**src/rtl/cpu_types_pkg.sv**
```systemverilog
// Shared CPU memory-side types: word, RAM handshake state and arbiter FSM state.
package cpu_types_pkg;

  localparam int unsigned WORD_W = 32;

  typedef logic [WORD_W-1:0] word_t;

  typedef enum logic [1:0] {
    FREE   = 2'b00,
    BUSY   = 2'b01,
    ACCESS = 2'b10,
    ERROR  = 2'b11
  } ramstate_t;

  typedef enum logic [1:0] {
    IDLE = 2'b00,
    DACC = 2'b01,
    IACC = 2'b10
  } arb_state_t;

endpackage

```
**src/rtl/mem_arbiter_if.sv**
```systemverilog
// Request/response bundle between pipeline, arbiter and RAM model.
// The slave modport is the arbiter's view; master is the pipeline + RAM environment.
interface mem_arbiter_if;
  import cpu_types_pkg::*;

  logic      iREN;
  word_t     iaddr;
  logic      dREN;
  logic      dWEN;
  word_t     daddr;
  word_t     dstore;
  logic      ihit;
  word_t     iload;
  logic      dhit;
  word_t     dload;
  word_t     ramaddr;
  logic      ramREN;
  logic      ramWEN;
  word_t     ramstore;
  word_t     ramload;
  ramstate_t ramstate;
  logic      merr;

  modport slave (
    input  iREN, iaddr, dREN, dWEN, daddr, dstore, ramload, ramstate,
    output ihit, iload, dhit, dload, ramaddr, ramREN, ramWEN, ramstore, merr
  );

  modport master (
    output iREN, iaddr, dREN, dWEN, daddr, dstore, ramload, ramstate,
    input  ihit, iload, dhit, dload, ramaddr, ramREN, ramWEN, ramstore, merr
  );

endinterface

```
**src/rtl/arb_timeout.sv**
```systemverilog
// Access watchdog for mem_arbiter; only instantiated when MEM_ARB_TIMEOUT_EN is defined.
// expired is high once TIMEOUT-1 non-ACCESS cycles have been counted since clr.
module arb_timeout #(
  parameter int unsigned TIMEOUT = 64
) (
  input  logic CLK,
  input  logic RST,
  input  logic clr,
  input  logic en,
  output logic expired
);

  localparam int unsigned CNT_W = $clog2(TIMEOUT) + 1;
  localparam logic [CNT_W-1:0] CNT_ZERO = {CNT_W{1'b0}};
  localparam logic [CNT_W-1:0] CNT_ONE  = {{(CNT_W-1){1'b0}}, 1'b1};
  localparam logic [CNT_W-1:0] CNT_LAST = CNT_W'(TIMEOUT - 1);

  logic [CNT_W-1:0] count_r;

  // Wait-cycle counter, held at zero while the arbiter is idle.
  always_ff @(posedge CLK) begin
    if (RST) begin
      count_r <= CNT_ZERO;
    end else if (clr) begin
      count_r <= CNT_ZERO;
    end else if (en) begin
      count_r <= count_r + CNT_ONE;
    end else begin
      count_r <= count_r;
    end
  end

  assign expired = (count_r == CNT_LAST);

endmodule

```
**src/rtl/mem_arbiter.sv**
```systemverilog
// Data-priority arbiter of fetch and data requests onto a single-ported RAM.
// Define MEM_ARB_TIMEOUT_EN to abort accesses left un-ACCESSed for TIMEOUT cycles.
module mem_arbiter
  import cpu_types_pkg::*;
#(
  parameter int unsigned TIMEOUT = 64
) (
  input  logic          CLK,
  input  logic          RST,
  mem_arbiter_if.slave  bus
);

  arb_state_t state_r;
  word_t      addr_r;
  word_t      store_r;
  logic       wen_r;
  logic       ren_r;

  logic       ihit_s;
  logic       dhit_s;
  logic       merr_s;
  logic       done_s;
  logic       expired_s;
  logic       tmo_clr_s;
  logic       tmo_en_s;

  assign tmo_clr_s = (state_r == IDLE);
  assign tmo_en_s  = (state_r != IDLE) && (bus.ramstate != ACCESS);

`ifdef MEM_ARB_TIMEOUT_EN
  arb_timeout #(
    .TIMEOUT (TIMEOUT)
  ) u_timeout (
    .CLK     (CLK),
    .RST     (RST),
    .clr     (tmo_clr_s),
    .en      (tmo_en_s),
    .expired (expired_s)
  );
`else
  assign expired_s = 1'b0;
`endif

  // Completion decode; gated by RST so a reset cycle never reports a hit or error.
  always_comb begin
    ihit_s = 1'b0;
    dhit_s = 1'b0;
    merr_s = 1'b0;
    done_s = 1'b0;
    if (!RST && (state_r != IDLE)) begin
      if (bus.ramstate == ACCESS) begin
        ihit_s = (state_r == IACC);
        dhit_s = (state_r == DACC);
        done_s = 1'b1;
      end else if ((bus.ramstate == ERROR) || expired_s) begin
        merr_s = 1'b1;
        done_s = 1'b1;
      end else begin
        done_s = 1'b0;
      end
    end else begin
      done_s = 1'b0;
    end
  end

  // Arbiter FSM; RAM-side outputs are registered and cleared on every return to IDLE.
  always_ff @(posedge CLK) begin
    if (RST) begin
      state_r <= IDLE;
      addr_r  <= 32'h0000_0000;
      store_r <= 32'h0000_0000;
      wen_r   <= 1'b0;
      ren_r   <= 1'b0;
    end else begin
      case (state_r)
        IDLE: begin
          if (bus.dREN || bus.dWEN) begin
            state_r <= DACC;
            addr_r  <= bus.daddr;
            store_r <= bus.dstore;
            wen_r   <= bus.dWEN;
            ren_r   <= !bus.dWEN;
          end else if (bus.iREN) begin
            state_r <= IACC;
            addr_r  <= bus.iaddr;
            store_r <= 32'h0000_0000;
            wen_r   <= 1'b0;
            ren_r   <= 1'b1;
          end else begin
            state_r <= IDLE;
            addr_r  <= 32'h0000_0000;
            store_r <= 32'h0000_0000;
            wen_r   <= 1'b0;
            ren_r   <= 1'b0;
          end
        end
        DACC, IACC: begin
          // The forced IDLE cycle after completion stops a just-dropped request being re-served.
          if (done_s) begin
            state_r <= IDLE;
            addr_r  <= 32'h0000_0000;
            store_r <= 32'h0000_0000;
            wen_r   <= 1'b0;
            ren_r   <= 1'b0;
          end else begin
            state_r <= state_r;
            addr_r  <= addr_r;
            store_r <= store_r;
            wen_r   <= wen_r;
            ren_r   <= ren_r;
          end
        end
        default: begin
          state_r <= IDLE;
          addr_r  <= 32'h0000_0000;
          store_r <= 32'h0000_0000;
          wen_r   <= 1'b0;
          ren_r   <= 1'b0;
        end
      endcase
    end
  end

  assign bus.ramaddr  = addr_r;
  assign bus.ramstore = store_r;
  assign bus.ramREN   = ren_r;
  assign bus.ramWEN   = wen_r;

  assign bus.ihit     = ihit_s;
  assign bus.dhit     = dhit_s;
  assign bus.merr     = merr_s;
  assign bus.iload    = ihit_s ? bus.ramload : 32'h0000_0000;
  assign bus.dload    = dhit_s ? bus.ramload : 32'h0000_0000;

endmodule

```
**src/flat_wrapper.sv**
```systemverilog
// flat-port wrapper written by rule: the top's interface ports become plain ports
module mem_arbiter_flat import cpu_types_pkg::*;
#(
  parameter int unsigned TIMEOUT = 64
)
  (CLK, RST, bus_iREN, bus_iaddr, bus_dREN, bus_dWEN, bus_daddr, bus_dstore, bus_ramload, bus_ramstate, bus_ihit, bus_iload, bus_dhit, bus_dload, bus_ramaddr, bus_ramREN, bus_ramWEN, bus_ramstore, bus_merr);
  mem_arbiter_if bus_i ();
  input  logic CLK;
  input  logic RST;
  input wire logic [$bits(bus_i.iREN)-1:0] bus_iREN;
  input wire logic [$bits(bus_i.iaddr)-1:0] bus_iaddr;
  input wire logic [$bits(bus_i.dREN)-1:0] bus_dREN;
  input wire logic [$bits(bus_i.dWEN)-1:0] bus_dWEN;
  input wire logic [$bits(bus_i.daddr)-1:0] bus_daddr;
  input wire logic [$bits(bus_i.dstore)-1:0] bus_dstore;
  input wire logic [$bits(bus_i.ramload)-1:0] bus_ramload;
  input wire logic [$bits(bus_i.ramstate)-1:0] bus_ramstate;
  output wire logic [$bits(bus_i.ihit)-1:0] bus_ihit;
  output wire logic [$bits(bus_i.iload)-1:0] bus_iload;
  output wire logic [$bits(bus_i.dhit)-1:0] bus_dhit;
  output wire logic [$bits(bus_i.dload)-1:0] bus_dload;
  output wire logic [$bits(bus_i.ramaddr)-1:0] bus_ramaddr;
  output wire logic [$bits(bus_i.ramREN)-1:0] bus_ramREN;
  output wire logic [$bits(bus_i.ramWEN)-1:0] bus_ramWEN;
  output wire logic [$bits(bus_i.ramstore)-1:0] bus_ramstore;
  output wire logic [$bits(bus_i.merr)-1:0] bus_merr;
  assign bus_i.iREN = bus_iREN;
  assign bus_i.iaddr = bus_iaddr;
  assign bus_i.dREN = bus_dREN;
  assign bus_i.dWEN = bus_dWEN;
  assign bus_i.daddr = bus_daddr;
  assign bus_i.dstore = bus_dstore;
  assign bus_i.ramload = bus_ramload;
  assign bus_i.ramstate = bus_ramstate;
  assign bus_ihit = bus_i.ihit;
  assign bus_iload = bus_i.iload;
  assign bus_dhit = bus_i.dhit;
  assign bus_dload = bus_i.dload;
  assign bus_ramaddr = bus_i.ramaddr;
  assign bus_ramREN = bus_i.ramREN;
  assign bus_ramWEN = bus_i.ramWEN;
  assign bus_ramstore = bus_i.ramstore;
  assign bus_merr = bus_i.merr;
  mem_arbiter #(.TIMEOUT(TIMEOUT)) u_core (.CLK(CLK), .RST(RST), .bus(bus_i));
endmodule
```
**config.mk**
```make
export PLATFORM = sky130hd
export DESIGN_NAME = mem_arbiter_flat
export DESIGN_NICKNAME = d
export VERILOG_FILES = /design/src/rtl/cpu_types_pkg.sv /design/src/rtl/mem_arbiter_if.sv /design/src/rtl/arb_timeout.sv /design/src/rtl/mem_arbiter.sv /design/src/flat_wrapper.sv
export SDC_FILE = /design/constraint.sdc
export NUM_CORES = 1
export LEC_CHECK = 0
export ABC_AREA = 0
export ABC_CLOCK_PERIOD_IN_PS = 2500
export CAP_MARGIN = 0
export CORE_MARGIN = 2
export CORE_UTILIZATION = 30
export CTS_BUF_LIST = sky130_fd_sc_hd__clkbuf_8 sky130_fd_sc_hd__clkbuf_16
export CTS_CLUSTER_SIZE = 16
export DETAILED_ROUTE_END_ITERATION = 16
export GPL_TIMING_DRIVEN = 0
export PLACE_DENSITY = 0.77
export RECOVER_POWER = 25
export SYNTH_ARGS = -nofsm -noshare
export SYNTH_HDL_FRONTEND = slang
export SYNTH_SLANG_ARGS = --single-unit
```
**constraint.sdc**
```tcl
create_clock -name CLK -period 2.5 [get_ports CLK]
set_input_delay 0.75 -clock CLK [delete_from_list [all_inputs] [get_ports CLK]]
set_output_delay 0.75 -clock CLK [all_outputs]
set_load 0.1 [all_outputs]
```
==> results.json, run 1 <==
{
  "outcome": "finished with violations",
  "violations": "setup timing",
  "hold_class": "flip-flop to flip-flop",
  "wl_um": 15400,
  "start_kind": "flip-flop",
  "switchingPower_mw": 1.94,
  "io_pins": 268,
  "core.rowCount": 37,
  "max_cap_violations": 0,
  "slowest_delay_ns": 0.34,
  "power.internal_mw": 2.23,
  "synthCells": 318,
  "final_cell_mix": "clkdlybuf4s50_1 (128), dlygate4sd2_1 (66), dfxtp_1 (66), buf_12 (65), and2_4 (64)",
  "die_h_um": 106,
  "placed_cells": 718,
  "yosysWarnings": 0,
  "clk_latency_ns": 0.34,
  "syn-cell-area_mm2": 0.00311,
  "worst_slew_pin_slew_ns": 1.05,
  "rsz0062_at_grt": "true",
  "coreArea_mm2": 0.0102,
  "vias": 3749,
  "instances_no_fill": 751,
  "path_class": "flip-flop to primary output",
  "critPathSlowestCell": "dfxtp_2",
  "synthesis.nets": 456,
  "clkPwrFrac_pct": 20.6,
  "multi_input_area_mm2": 0.00178,
  "hold_viol": 0,
  "ant_nets": 0,
  "place_congestion": 0.915,
  "clkSinkCount": 68,
  "crit_arrival_ns": 1.90,
  "routedWlPerCell_um": 20.6,
  "drc_errors": 0,
  "place_hpwl_um": 10200,
  "utilization_pct": 70.0,
  "swShare_pct": 46.5,
  "cts.path.max_buffers": 2,
  "register_area_mm2": 0.00136,
  "fin_skew_ns": 0.00575,
  "clk_pin_slew_ns": 0.07,
  "crit_fanout": 7,
  "ys_types": 25,
  "fmax_mhz": 378,
  "comb_power_share_pct": 48.0,
  "die_area_mm2": 0.0112,
  "grt_pass1_wl_um": 22900,
  "die_w_um": 106,
  "avgSynthCellArea_um2": 9.78,
  "first_iter_violations": 160,
  "p_leak_nw": 3.07,
  "critPathRequiredTime_ns": 1.75,
  "io_buffers": 264,
  "synth_ff_type": "dfxtp_1",
  "fin_crit_ns": 2.65,
  "synth-seq-cells": 68,
  "firstDrtPassIters": 4,
  "htree_levels": 3,
  "grt_pass1_vias": 3997,
  "start_util_pct": 30.5,
  "dpl_cell_area_mm2": 0.00611,
  "synth_edf_count": 0,
  "final_area_mm2": 0.00712,
  "crit_path_end_kind": "primary output",
  "slew_violations": 0,
  "seq_area_frac_synth_pct": 43.8,
  "setup_ws_ns": -0.148,
  "fin_crit_sh_pct": 106,
  "ir_drop_v": 0.000488,
  "cts_buffers": 9,
  "layout-drive-gt1-share_pct": 30.7,
  "overflow": 0,
  "setup_viol": 61,
  "fin_nets": 749,
  "antenna_found_initial": 0,
  "slew_headroom_pct": 30.6,
  "cts_tree": "yes",
  "power_density_mw_per_mm2": 585,
  "antennaDiodeCount": 0,
  "path_cells": "inv_2 -> ha_4 -> nor2b_4 -> and3_4 -> buf_8 -> and2_4 -> buf_12",
  "final_common_cell": "clkdlybuf4s50_1",
  "track_usage_pct": 26.3,
  "viasPerCell": 4.99,
  "fillers": 759,
  "grt_max_degree": 11,
  "syn2layout_area_growth_pct": 129,
  "ys_async_sr_fraction_pct": 0,
  "p_seq_share_pct": 31.4,
  "root_buffer": "clkbuf_8",
  "pre_cts_slack_ns": -1.70
}
==> metal layers <==
| layer | wire, um | track usage [%] | vias up |
|---|---|---|---|
| li1 | - | - | 1767 |
| met1 | 5830 | 27.8 | 1752 |
| met2 | 7650 | 45.6 | 189 |
| met3 | 1300 | 9.34 | 41 |
| met4 | 667 | 14.4 | 0 |
| met5 | 0 | 0 | - |
==> synth_stat cells, types with 2 or more instances <==
cell type	instances	area [um^2]
a21o_1	2	15.0
a22o_1	32	280
a31oi_1	32	200
and2_1	64	400
and3_1	2	12.5
buf_1	2	7.51
buf_2	7	35.0
buf_6	3	33.8
clkbuf_1	23	86.3
dfxtp_1	68	1360
ha_1	3	37.5
inv_1	2	7.51
nand3b_1	2	15.0
nor2_1	2	7.51
o21a_1	32	240
o2bb2ai_1	33	289
==> path summary, 6_finish.rpt <==
path	start	end	slack, ns	cells after the start
min	u_core.bus.ramREN	u_core.bus.ramREN	0.45	1
max	u_core.state_r[1]	bus_iload[18]	-0.15	7
max reg2reg	u_core.state_r[0]	u_core.bus.ramstore[16]	0.28	9
min reg2reg	u_core.bus.ramREN	u_core.bus.ramREN	0.45	1
==> power groups by stage <==
| stage | registers, mW | clock network (mW) | logic [mW] |
|---|---|---|---|
| global placement | 1.33 | 0 | 2.03 |
| floorplan | 2.37 | 0 | 0.381 |
| finish | 1.31 | 0.858 | 2.00 |
| global route | 1.33 | 0.935 | 2.07 |
| detailed placement | 1.34 | 0 | 2.04 |
| CTS | 1.31 | 0.881 | 2.00 |
==> metrics by stage <==
step,hold WS [ns],total power [mW],setup TNS [ns]
finish,0.452,4.17,-6.49
global route,0.481,4.34,-10.64
CTS,0.462,4.19,-5.36
detailed placement,0.447,3.38,-101.61
global placement,0.439,3.36,-99.27
floorplan,0.455,2.76,-3.78
==> layout make-up <==
cell class | count | share of cell area, %
buffer | 35 | 3.44
inverter | 2 | 0.105
clock inverter | 5 | 0.650
tap | 136 | 2.39
sequential | 68 | 19.1
clock buffer | 10 | 1.93
multi-input combinational | 215 | 25.0
timing repair buffer | 280 | 47.4
==> sequential cells by signal (all words and copies together), names as in the netlist <==
register	cells
u_core.bus.ramWEN	1
u_core.bus.ramREN	1
u_core.state_r	2
u_core.bus.ramaddr	32
u_core.bus.ramstore	32
==> critical path: cells and delay by family, from the launching register on <==
family        cells  cell delay (ns)
fa+ha+maj         1             0.16
flops             1             0.34
buf+inv           3             0.36
simple gates      3             0.69
==> logic make-up after synthesis <==
group / share of synthesized area, %
DFF: 43.8
AOI/OAI and AO/OA: 33.1
buffers and inverters: 5.47
and+or+nand+nor: 16.5
adders and majority gates: 1.21
==> timing repair <==
item	4_1_cts	5_1_grt
gates resized for setup	709	25
hold buffers	0	0
endpoints found under the setup margin	133	67
gates cloned	8	0
buffers inserted	6	4
pin swaps	41	6
Note: power is estimated with default switching activity, not from simulation.
==> run 2: changes to the inputs <==
Settings changed: ABC_CLOCK_PERIOD_IN_PS 2500 to 2600, MAX_ROUTING_LAYER set to met4.
Clock period 2.5 ns to 2.6 ns, I/O delays scaled along.
==> results.json, run 2 (synthesized netlist as in run 1, its figures left out) <==
{
  "fin_crit_ns": 2.64,
  "utilization_pct": 68.8,
  "final_area_mm2": 0.00700,
  "io_pins": 268,
  "worst-r2r-setup-slack_ns": 0.34,
  "crit_fanout": 10,
  "viasPerCell": 5.03,
  "max_cap_violations": 0,
  "setup_viol": 37,
  "ir_drop_v": 0.000529,
  "die_area_mm2": 0.0112,
  "reg2reg_depth": 9,
  "cts.path.max_buffers": 2,
  "crit_arrival_ns": 1.86,
  "antenna_found_initial": 2,
  "fin_skew_ns": 0.00744,
  "dpl_cell_area_mm2": 0.00612,
  "timing.rr.end": "u_core.bus.ramstore[30]",
  "placed_cells": 718,
  "first_iter_violations": 209,
  "overflow": 0,
  "critPathRequiredTime_ns": 1.82,
  "die_w_um": 106,
  "clkSinkCount": 68,
  "htree_levels": 3,
  "grt_pass1_wl_um": 22600,
  "place_congestion": 0.909,
  "vias": 3756,
  "fin_nets": 742,
  "clk_latency_ns": 0.35,
  "fmax_mhz": 379,
  "routedWlPerCell_um": 20.2,
  "rsz0062_at_grt": "true",
  "worstHoldPathCells": 1,
  "io_buffers": 264,
  "cts_buffers": 9,
  "firstDrtPassIters": 4,
  "cts_tree": "yes",
  "p_leak_nw": 3.02,
  "total_power_mw": 4.13,
  "final_cell_mix": "clkdlybuf4s50_1 (128), dlygate4sd2_1 (66), dfxtp_1 (66), buf_12 (59), and2_4 (58)",
  "slew_headroom_pct": 32.2,
  "slew_violations": 0,
  "worst_slew_pin_slew_ns": 1.02,
  "cpLargestDelayFamily": "simple AND/OR/NAND/NOR gates",
  "hold_path_end": "u_core.bus.ramREN",
  "syn2layout_area_growth_pct": 125,
  "hold_class": "flip-flop to flip-flop",
  "wl_um": 15100,
  "track_usage_pct": 26.8,
  "worstReg2RegStart": "u_core.state_r[0]",
  "ant_nets": 0,
  "grt_max_degree": 13,
  "coreArea_mm2": 0.0102,
  "crit_path_end_kind": "primary output",
  "fin_crit_sh_pct": 102,
  "final_common_cell": "clkdlybuf4s50_1",
  "hp-start": "u_core.bus.ramREN",
  "grt_pass1_vias": 3949,
  "hold_viol": 0,
  "critPathBufInv": 3,
  "pre_cts_slack_ns": -1.67,
  "violations": "setup timing",
  "outcome": "finished with violations",
  "place_hpwl_um": 10300,
  "start_util_pct": 30.5,
  "clk_pin_slew_ns": 0.07,
  "drc_errors": 0,
  "fillers": 723,
  "die_h_um": 106,
  "path_cells": "inv_2 -> ha_4 -> nor2b_4 -> and3_4 -> buf_8 -> and2_4 -> buf_12",
  "core.rowCount": 37,
  "instances_no_fill": 747,
  "start_kind": "flip-flop",
  "setup_ws_ns": -0.0418,
  "root_buffer": "clkbuf_8",
  "power_density_mw_per_mm2": 590,
  "path_class": "flip-flop to primary output",
  "critPathSlowestCell": "dfxtp_2",
  "layout-drive-gt1-share_pct": 30.4,
  "slowest_delay_ns": 0.34
}
## run 2: worst max-delay path by stage
stage / startpoint / endpoint / slack, ns / cells after the start
6_report: u_core.state_r[0] / bus_dload[5] / -0.04 / 7
2_1_floorplan: bus_ramstate[1] / bus_iload[18] / -0.16 / 4
4_1_cts: u_core.state_r[1] / bus_dload[20] / -0.03 / 7
3_3_place_gp: bus_ramstate[1] / bus_iload[11] / -1.64 / 6
5_1_grt: u_core.state_r[1] / bus_dload[26] / -0.1 / 7
3_5_place_dp: bus_ramstate[1] / bus_iload[11] / -1.67 / 6
## run 2: metrics by stage
stage / hold WS [ns] / setup TNS (ns)
final: 0.448 / -0.877
after floorplan: 0.455 / -1.40
after CTS: 0.454 / -0.792
after detailed placement: 0.441 / -94.93
after global routing: 0.470 / -3.79
after global placement: 0.435 / -94.48
## run 2: cell type report
class | instances | area, um^2 | area share, %
Antenna cell | 2 | 5.00 | 0.0715
Buffer | 35 | 248 | 3.54
Clock buffer | 9 | 124 | 1.77
Clock inverter | 7 | 91.3 | 1.30
Inverter | 2 | 7.51 | 0.107
Multi-Input combinational cell | 214 | 1760 | 25.1
Sequential cell | 68 | 1360 | 19.5
Tap cell | 136 | 170 | 2.43
Timing Repair Buffer | 274 | 3240 | 46.2
## run 2: report_power, final
group	total, mW	switching [mW]	leakage [nW]	internal [mW]
Combinational	1.92	1.42	2.35	0.501
Clock	0.952	0.416	0.109	0.536
Sequential	1.26	0.0711	0.559	1.19
Total	4.13	1.91	3.02	2.22
## run 2: layer usage
layer,vias to the layer above,part of all wire (%),track usage [%]
met5,-,0,-
met4,0,3.5,12.0
met3,33,7.0,7.48
met2,178,51,45.4
met1,1794,39,29.2
li1,1751,-,-
## run 2: repair_timing
action                                  4_1_cts  5_1_grt
endpoints found under the setup margin      133       67
buffers inserted                              5        1
pin swaps                                    35        4
hold buffers                                  0        0
gates cloned                                  5        0
resized for setup                           680       18
## run 2: worst register-to-register path, cell delays in order (launching register included)
cell	delay, ns
dfxtp_2	0.33
inv_2	0.08
ha_4	0.15
buf_4	0.10
buf_4	0.10
or3b_1	0.34
clkbuf_1	0.21
nor2_1	0.52
buf_6	0.23
a22o_1	0.15
==> run 3: changes to the inputs <==
Settings changed: CAP_MARGIN 0 to unset.
==> results of run 3 <==
No change in the layout: final DEF, timing and power equal those of run 2.
==> variant: new RTL, flow settings as in run 1 <==
Re-encode `arb_state_t` (3 states) as one-hot, 3 bits wide.
--- a/src/rtl/cpu_types_pkg.sv
+++ b/src/rtl/cpu_types_pkg.sv
@@ -14,6 +14,6 @@
 
-  typedef enum logic [1:0] {
-    IDLE = 2'b00,
-    DACC = 2'b01,
-    IACC = 2'b10
+  typedef enum logic [2:0] {
+    IDLE = 3'b001,
+    DACC = 3'b010,
+    IACC = 3'b100
   } arb_state_t;
Behaviour: same outputs for any inputs over 10 cycles, from zero or initial values and one cycle with RST high; not proved beyond that.
==> variant against run 1 <==
  * The run still ends with setup timing left
  * Largest cell class unchanged
  * Routed wire length shrank 1.6%
  * Total power down 21%
  * Cell area up 0.65%
  * Setup slack gained 0.012 ns
  * Clock power down 0.8%
  * Final cell count is 0.67% higher
  * Sequential cell count up 1
  * Synthesized area increased by 1.4%
==> variant: results (changes against run 1) <==
<table>
<tr><th>Metric</th><th>Value</th></tr>
<tr><th colspan="2">Global routing</th></tr>
<tr><td>Combined global-route utilization of all metal layers</td><td>25.97% (-0.36 points)</td></tr>
<tr><td>First-pass GRT wire length</td><td>22700 µm (-0.66%)</td></tr>
<tr><td>Largest net degree at the start of global routing</td><td>15 (+4)</td></tr>
<tr><th colspan="2">Logic synthesis</th></tr>
<tr><td>Proportion of synthesized chip area in sequential cells</td><td>43.81% (+0.044 points)</td></tr>
<tr><td>Post-synthesis instance total</td><td>325 (+2.2%)</td></tr>
<tr><td>Post-synthesis cell type count</td><td>30 (+20%)</td></tr>
<tr><td>Leading cell types by total area after synthesis</td><td>sky130_fd_sc_hd__dfxtp_1 44%, sky130_fd_sc_hd__and2_1 13%, sky130_fd_sc_hd__a22o_1 8.9%</td></tr>
<tr><td>Synthesized Nets</td><td>460 (+0.88%)</td></tr>
<tr><td>Commonest cells post-synth</td><td>69 x sky130_fd_sc_hd__dfxtp_1, 64 x sky130_fd_sc_hd__and2_1, 33 x sky130_fd_sc_hd__a31oi_1</td></tr>
<tr><th colspan="2">Power</th></tr>
<tr><td>IR drop worst, VDD</td><td>0.3692 mV (-24%)</td></tr>
<tr><th colspan="2">Final layout</th></tr>
<tr><td>Fraction of final layout cells sized beyond drive strength 1</td><td>29.71% (-1.0 points)</td></tr>
<tr><td>Fin nets</td><td>746 (-0.40%)</td></tr>
<tr><td>Fillers</td><td>758 (-0.13%)</td></tr>
<tr><td>Non-filler cells in the finished layout</td><td>756 (+0.67%)</td></tr>
<tr><th colspan="2">Critical path</th></tr>
<tr><td>Worst Reg-to-Reg Cells</td><td>5 (-4)</td></tr>
<tr><td>Reg-to-reg critical path startpoint</td><td>u_core.state_r[0]</td></tr>
<tr><td>Largest driver fanout on the critical path</td><td>5 (-2)</td></tr>
<tr><th colspan="2">STA</th></tr>
<tr><td>Worst clock skew</td><td>0.008458 ns (+0.002710 ns)</td></tr>
<tr><td>Final Worst Setup Slack</td><td>-0.1367 ns (+0.01159 ns)</td></tr>
<tr><td>Slew headroom</td><td>30.99% (+0.38 points)</td></tr>
<tr><td>Final-report setup violation count</td><td>61 (unchanged)</td></tr>
<tr><th colspan="2">Run status</th></tr>
<tr><td>Result of the run</td><td>complete, but fails checks</td></tr>
<tr><td>Violated checks</td><td>setup timing</td></tr>
<tr><th colspan="2">Routing</th></tr>
<tr><td>Vias per cell</td><td>4.967 (-0.50%)</td></tr>
<tr><th colspan="2">Placed design</th></tr>
<tr><td>DP HPWL</td><td>10690 µm (+4.6%)</td></tr>
<tr><td>Routability congestion estimate</td><td>0.8728 (-4.6%)</td></tr>
<tr><th colspan="2">Hold path</th></tr>
<tr><td>HP Start</td><td>u_core.bus.ramaddr[18]</td></tr>
</table>
[variant: layout make-up]
class	count	area, µm²	area share, %
plain buffers	35	256.5	3.577
multi-input cells	219	1809	25.23
inverters	1	3.754	0.05235
diodes	4	10.01	0.1396
clock inverters	7	56.30	0.7852
repair buffers	276	3352	46.75
flip-flops and latches	69	1389	19.37
clock buffers	9	123.9	1.727
well taps	136	170.2	2.373
[variant: power by group through the flow]
stage | clock (mW) | combinational [mW] | sequential, mW
after detailed placement | 0 | 1.27 | 1.26
after CTS | 0.876 | 1.24 | 1.24
after global routing | 0.920 | 1.27 | 1.25
after floorplan | 0 | 0.248 | 1.83
after global placement | 0 | 1.27 | 1.26
final | 0.851 | 1.23 | 1.24
[variant: repair_timing]
item	in CTS	in global routing
pin swaps	8	1
setup endpoints to repair	133	66
gates cloned	6	0
gates resized for setup	689	16
setup buffers	5	1
[variant: final timing paths]
path | end | slack [ns]
worst max register to register | u_core.bus.ramstore[2] | 0.30
worst min-delay path | u_core.bus.ramaddr[18] | 0.47
worst min register to register | u_core.bus.ramaddr[18] | 0.47
worst max-delay path | bus_iload[6] | -0.14
[variant: cell families after synthesis]
logic type | synth area share, %
AOI/OAI and AO/OA | 33.37
xor gates and xnor gates | 0.2778
buffers and inverters | 5.436
DFF | 43.81
and+or+nand+nor | 17.10
[variant: critical path, cell delays in order]
cell and delay, ns:
sky130_fd_sc_hd__buf_8 0.10, sky130_fd_sc_hd__nand2b_4 0.16, sky130_fd_sc_hd__nor4_4 0.20, sky130_fd_sc_hd__buf_6 0.20
sky130_fd_sc_hd__clkbuf_8 0.15, sky130_fd_sc_hd__and2_4 0.15, sky130_fd_sc_hd__buf_12 0.17
[variant: routing by layer]
metal	share of wire (%)	global-route usage, %
met1	35	25.37
met2	52	48.90
met3	11	10.48
met4	2.5	9.462
met5	0	0
[variant: through the flow]
step	instance area, µm²	setup slack (ns)	setup TNS, ns	hold slack, ns
CTS	7133	-0.1566	-6.086	0.4696
detailed placement	6225	-1.888	-115.94	0.4476
global placement	6225	-1.816	-111.34	0.4436
floorplan	3412	-0.1672	-5.008	0.4992
global route	7171	-0.1777	-9.461	0.4869
finish	7171	-0.1367	-6.541	0.4668
